### src/rtl/mem_arbiter.sv
// mem_arbiter: shares one mem_system port between fetch and data.
// Alternating grant, watchdog abort, sticky flags, saturating counters.
`timescale 1ns/1ps
module mem_arbiter #(
  parameter int TIMEOUT = 64,
  parameter int CNT_W   = 16
) (
  input  logic             clk,
  input  logic             rst,
  input  logic             i_req,
  input  logic [15:0]      i_addr,
  output logic [15:0]      i_rdata,
  output logic             i_done,
  input  logic             d_req,
  input  logic             d_wr,
  input  logic [15:0]      d_addr,
  input  logic [15:0]      d_wdata,
  output logic [15:0]      d_rdata,
  output logic             d_done,
  output logic [15:0]      m_addr,
  output logic [15:0]      m_datain,
  output logic             m_rd,
  output logic             m_wr,
  input  logic [15:0]      m_dataout,
  input  logic             m_done,
  input  logic             m_hit,
  input  logic             m_err,
  output logic [1:0]       grant,
  output logic             busy,
  output logic             err,
  output logic             timeout,
  output logic [CNT_W-1:0] hit_cnt,
  output logic [CNT_W-1:0] req_cnt
);

  typedef enum logic [1:0] {
    IDLE,
    GRANT_I,
    GRANT_D,
    RESP
  } state_t;

  localparam int WD_W = $clog2(TIMEOUT);
  localparam logic [WD_W-1:0] WD_LAST =
    WD_W'(TIMEOUT - 1);

  state_t          state;
  state_t          state_nx;
  logic            last_d;
  logic [WD_W-1:0] wd;
  logic            take_i;
  logic            take_d;
  logic            in_grant;
  logic            wd_hit;

  assign in_grant = (state == GRANT_I) ||
                    (state == GRANT_D);
  assign wd_hit   = (wd == WD_LAST);
  assign busy     = (state != IDLE);
  assign i_done   = (state == RESP) && grant[0];
  assign d_done   = (state == RESP) && grant[1];

  // Next state and grant decision; only IDLE looks at requests.
  always_comb begin
    state_nx = state;
    take_i   = 1'b0;
    take_d   = 1'b0;
    unique case (state)
      IDLE: begin
        if (i_req && d_req) begin
          take_i = last_d;
          take_d = !last_d;
        end else if (i_req) begin
          take_i = 1'b1;
        end else if (d_req) begin
          take_d = 1'b1;
        end
        if (take_i) begin
          state_nx = GRANT_I;
        end else if (take_d) begin
          state_nx = GRANT_D;
        end
      end
      GRANT_I, GRANT_D: begin
        if (m_done || wd_hit) begin
          state_nx = RESP;
        end
      end
      RESP: state_nx = IDLE;
      default: state_nx = IDLE;
    endcase
  end

  // State register.
  always_ff @(posedge clk or negedge rst) begin
    if (!rst) begin
      state <= IDLE;
    end else begin
      state <= state_nx;
    end
  end

  // Port capture, completion, watchdog, flags and counters.
  always_ff @(posedge clk or negedge rst) begin
    if (!rst) begin
      last_d   <= 1'b0;
      wd       <= '0;
      m_addr   <= '0;
      m_datain <= '0;
      m_rd     <= 1'b0;
      m_wr     <= 1'b0;
      grant    <= 2'b00;
      i_rdata  <= '0;
      d_rdata  <= '0;
      err      <= 1'b0;
      timeout  <= 1'b0;
      hit_cnt  <= '0;
      req_cnt  <= '0;
    end else begin
      if (take_i) begin
        m_addr   <= i_addr;
        m_datain <= '0;
        m_rd     <= 1'b1;
        m_wr     <= 1'b0;
        grant    <= 2'b01;
        last_d   <= 1'b0;
        wd       <= '0;
      end
      if (take_d) begin
        m_addr   <= d_addr;
        m_datain <= d_wdata;
        m_rd     <= !d_wr;
        m_wr     <= d_wr;
        grant    <= 2'b10;
        last_d   <= 1'b1;
        wd       <= '0;
      end
      if ((take_i || take_d) && !(&req_cnt)) begin
        req_cnt <= req_cnt + 1'b1;
      end
      if (in_grant) begin
        if (m_err) begin
          err <= 1'b1;
        end
        if (m_done) begin
          m_rd <= 1'b0;
          m_wr <= 1'b0;
          if (m_hit && !(&hit_cnt)) begin
            hit_cnt <= hit_cnt + 1'b1;
          end
          if (state == GRANT_I) begin
            i_rdata <= m_dataout;
          end else if (!m_wr) begin
            d_rdata <= m_dataout;
          end
        end else if (wd_hit) begin
          m_rd    <= 1'b0;
          m_wr    <= 1'b0;
          timeout <= 1'b1;
          if (state == GRANT_I) begin
            i_rdata <= '0;
          end else begin
            d_rdata <= '0;
          end
        end else begin
          wd <= wd + 1'b1;
        end
      end
      if (state == RESP) begin
        grant <= 2'b00;
      end
    end
  end

endmodule
### config.mk
export PLATFORM = sky130hd
export DESIGN_NAME = mem_arbiter
export DESIGN_NICKNAME = d
export VERILOG_FILES = /design/src/rtl/mem_arbiter.sv
export SDC_FILE = /design/constraint.sdc
export NUM_CORES = 1
export LEC_CHECK = 0
export CAP_MARGIN = 25
export CORE_AREA = 2 2 104 106
export DETAILED_ROUTE_END_ITERATION = 10
export DIE_AREA = 0 0 106 108
export PLACE_DENSITY = 0.89
export SETUP_SLACK_MARGIN = 0.15
export SKIP_LAST_GASP = 1
export SYNTH_ARGS = -nofsm -noshare
export SYNTH_HDL_FRONTEND = slang
export SYNTH_SLANG_ARGS = --single-unit
### constraint.sdc
create_clock -name clk -period 4.1 [get_ports clk]
set_input_delay 0.41 -clock clk [delete_from_list [all_inputs] [get_ports clk]]
set_output_delay 0.41 -clock clk [all_outputs]
set_load 0.005 [all_outputs]
==> summary.txt <==
Clocking
  – Clock sinks: around 110
  – CTS tree: yes
  – H-tree levels: 3
  – CTS max path bufs: 2
  – Clock buffer count from CTS: 9
  – Worst skew pair latency: ~370 ps
  – CTS clk-pin slew, worst paths: 100 ps
  – Clock root cell: clkbuf_8

Logic synthesis
  – Synth Register Bits: around 110
  – Register area share after synthesis: between 50% and 60%
  – Synth cell types: 50
  – Mapped Cells: 407
  – Post-synth EDFFs: 0
  – Synth warnings: 0
  – Synthesized area: 4845 sq um
  – Mapped Nets: between 400 and 500
  – Synth Flop Type: dfrtp_1
  – Syn_area_per_cell: around 12 sq um
  – Async S/R FF share, synth: between 90% and 100%

Critical path
  – CP Class: register to output port
  – Critical path buffers and inverters: 3
  – Worst R2R Start: state[0]$_DFFE_PN0P_
  – Most Frequent Cell on Critical Path: inv_1
  – Worst setup SP type: register
  – Reg2reg end: hit_cnt[11]$_DFFE_PN0P_
  – CP Cell Sequence: inv_1, ha_1, inv_1, clkdlybuf4s50_1
  – Critical path's slowest cell: clkdlybuf4s50_1
  – Critical path's largest stage delay: between 500 and 600 ps
  – Crit path max-delay family: buffers and inverters
  – Reg2Reg Setup Slack: between 1500 and 2000 ps
  – CP max FO: 9
  – CP Capture Type: output port
  – Worst path arrival time: ~2000 ps
  – CP required: 3690 ps
  – Worst r2r path cells: 6

Placed design
  – Routability-driven placement congestion ratio: approximately 0.83
  – IO buf count: roughly 180
  – DPL Wire Length: ~9000 microns
  – Dpl ws: approximately 1700 ps

STA
  – Hold Fails Final Rpt: 0
  – Fmax achieved: roughly 420 MHz
  – Slew headroom: between 30% and 40%
  – Hold WS: 469.0 ps
  – Final min period: 2358 ps
  – Final setup TNS: 0 ps
  – Setup ws final: 1742 ps
  – Final Setup Violations: 0
  – Final Cycle Share: around 58%
  – Skew final: 12.58 ps
  – RSZ-0062 raised after global routing: no
  – Pins over their slew limit: 0
  – Slew @ Worst Pin: around 940 ps

Global routing
  – First-pass GRT wire length: ~20000 microns
  – Total grt overflow: 0
  – Initial antenna violation count: 0
  – Largest net degree at the start of global routing: between 40 and 50
  – All-layer global routing usage: between 20 and 25%
  – Vias in the first global route: approximately 4000

Drt
  – Met2 wire len: 6288 microns
  – Met3 routed WL: 648 microns
  – DRC violations left: 0
  – Initial detailed-routing violation count: ~170
  – Via count: ~4000
  – Drt pass-1 iters: 4
  – Metal-1 WL: between 5000 and 6000 microns
  – Antenna Nets Post-Route: 0
  – DR top layer: met4
  – WL final: between 10000 and 15000 microns
  – Via density: 5.555
  – WL/cell: approximately 17 microns

Floorplanning
  – Die W: roughly 110 microns
  – Die Y: between 100 and 150 microns
  – Die area: 11450 sq um
  – Std cell rows: 37
  – Core region area: around 10000 sq um
  – I/O pin count: between 150 and 200
  – Starting density of the core: between 40% and 50%

Worst hold path
  – Hold Crit Class: register to register
  – Hold EP: err$_DFFE_PN0P_
  – Hold Path Origin: err$_DFFE_PN0P_
  – Hold path cells: 1

Final layout
  – Area Growth Syn to Fin: 44.03%
  – Filler instances: ~760
  – NumNets Final: 660
  – N_diodes: 0
  – Layout cells sized above 1: 6.985%

Status
  – Status: finished, final reports clean

Power and ir drop
  – Tot Pwr: 4.451 mW
  – Peak VDD IR: around 0.4 mV
  – Leakage: roughly 3.0 nW
  – Pwr Density: 637.9 nW/um^2

Job
  – MaxCap Viol Count: 0
[worst register-to-register path, stage by stage, from the launching register on]
cell and delay [ps]:
dfrtp_1 430, inv_1 80, ha_1 480, nand3_1 340, nor4_2 460, o2111ai_1 210, xnor2_1 170
[final cells by class]
| cell class | count | area, sq um | share of cell area, % |
|---|---|---|---|
| clock inverter | 7 | 87.58 | 1.255 |
| sequential | 111 | 2778 | 39.81 |
| multi-input combinational | 268 | 1967 | 28.19 |
| tap | 136 | 170.2 | 2.439 |
| timing repair buffer | 184 | 1822 | 26.11 |
| clock buffer | 9 | 123.9 | 1.775 |
| inverter | 8 | 30.03 | 0.4303 |
[cell usage in the layout (no fill, tap or decap), types with 4 or more instances in the layout]
cell,synthesis,routed
a22o_1,49,49
nor2_1,11,11
nand4_1,5,5
inv_1,8,8
nand3_1,15,15
and3_1,5,5
and2_1,4,4
o211ai_1,5,5
nor3_1,10,9
xor2_1,13,13
ha_1,6,6
clkinv_2,0,4
buf_4,2,8
xnor2_1,17,17
clkbuf_8,0,9
nand2_1,30,30
a21oi_1,4,4
dfrtp_1,111,111
clkdlybuf4s50_1,0,175
mux2i_1,17,17
o2111ai_1,4,4
o21ai_0,24,24
[power by group]
group	internal, mW	switching [mW]
Sequential	1.50	0.306
Clock	0.340	0.373
Combinational	1.14	0.791
[registers in the layout, indices dropped and copies added, names as in the netlist]
signal	flops
grant	2
m_datain	16
err	1
wd	6
d_rdata	16
req_cnt	16
m_wr	1
i_rdata	16
last_d	1
m_addr	16
state	2
hit_cnt	16
m_rd	1
timeout	1
[stage by stage]
stage	instances	utilization, %	cell area, sq um
after floorplan	407	-	4845
after global placement	706	66.04	6756
after detailed placement	706	66.04	6756
after CTS	723	68.20	6978
after global routing	723	68.20	6978
final	723	68.20	6978
[metal layers]
layer / GRT usage [%] / vias up
met5: 0 / -
met4: 8.647 / 0
met3: 3.376 / 25
met2: 37.37 / 140
met1: 29.04 / 2002
li1: - / 1849
[cells in the mapped netlist, drive strengths merged (3+ instances only)]
cell type	count	area (sq um)
mux2i	17	170.2
a31oi	3	18.77
mux2	3	37.53
buf	11	60.05
nand2	30	112.6
nand4	8	77.57
xnor2	17	148.9
nand3	15	75.07
and2	4	25.02
o21a	3	22.52
ha	6	75.07
nand2b	3	18.77
o211ai	5	37.54
a21o	3	22.52
inv	8	30.03
and3	5	31.28
nor4	6	65.06
dfrtp	111	2778
nor3	10	50.05
o2111ai	4	35.03
xor2	13	113.9
o21ai	26	137.6
a211oi	3	22.52
nor2	12	47.55
a21oi	4	20.02
a22o	49	429.2
clkbuf	9	35.03
[worst max path at each step]
stage                         start                 endpoint  slack [ps]  depth (start not counted)
2_1_floorplan  state[0]$_DFFE_PN0P_  hit_cnt[11]$_DFFE_PN0P_        2250                          7
3_3_place_gp                  i_req          wd[5]$_DFF_PN0_        1750                          6
3_5_place_dp                  i_req          wd[5]$_DFF_PN0_        1730                          6
4_1_cts        state[0]$_DFFE_PN0P_                     busy        1740                          4
5_1_grt        state[0]$_DFFE_PN0P_                     busy        1590                          4
6_report       state[0]$_DFFE_PN0P_                     busy        1740                          4
[what timing repair did]
item                      CTS  global route
buffers inserted            0             0
gates resized for setup     0             0
hold endpoints to repair   29             0
hold buffers                1             0
[cell families after synthesis]
group                      after synthesis  share of synthesized area, %
xor gates and xnor gates                30                         5.424
AOI/OAI and AO/OA                      107                         16.53
muxes                                   20                         4.287
buffers and inverters                   28                         2.582
and+or+nand+nor                        105                         12.29
DFF                                    111                         57.33
adders and majority gates                6                         1.550
(Power assumes the default switching activity.)
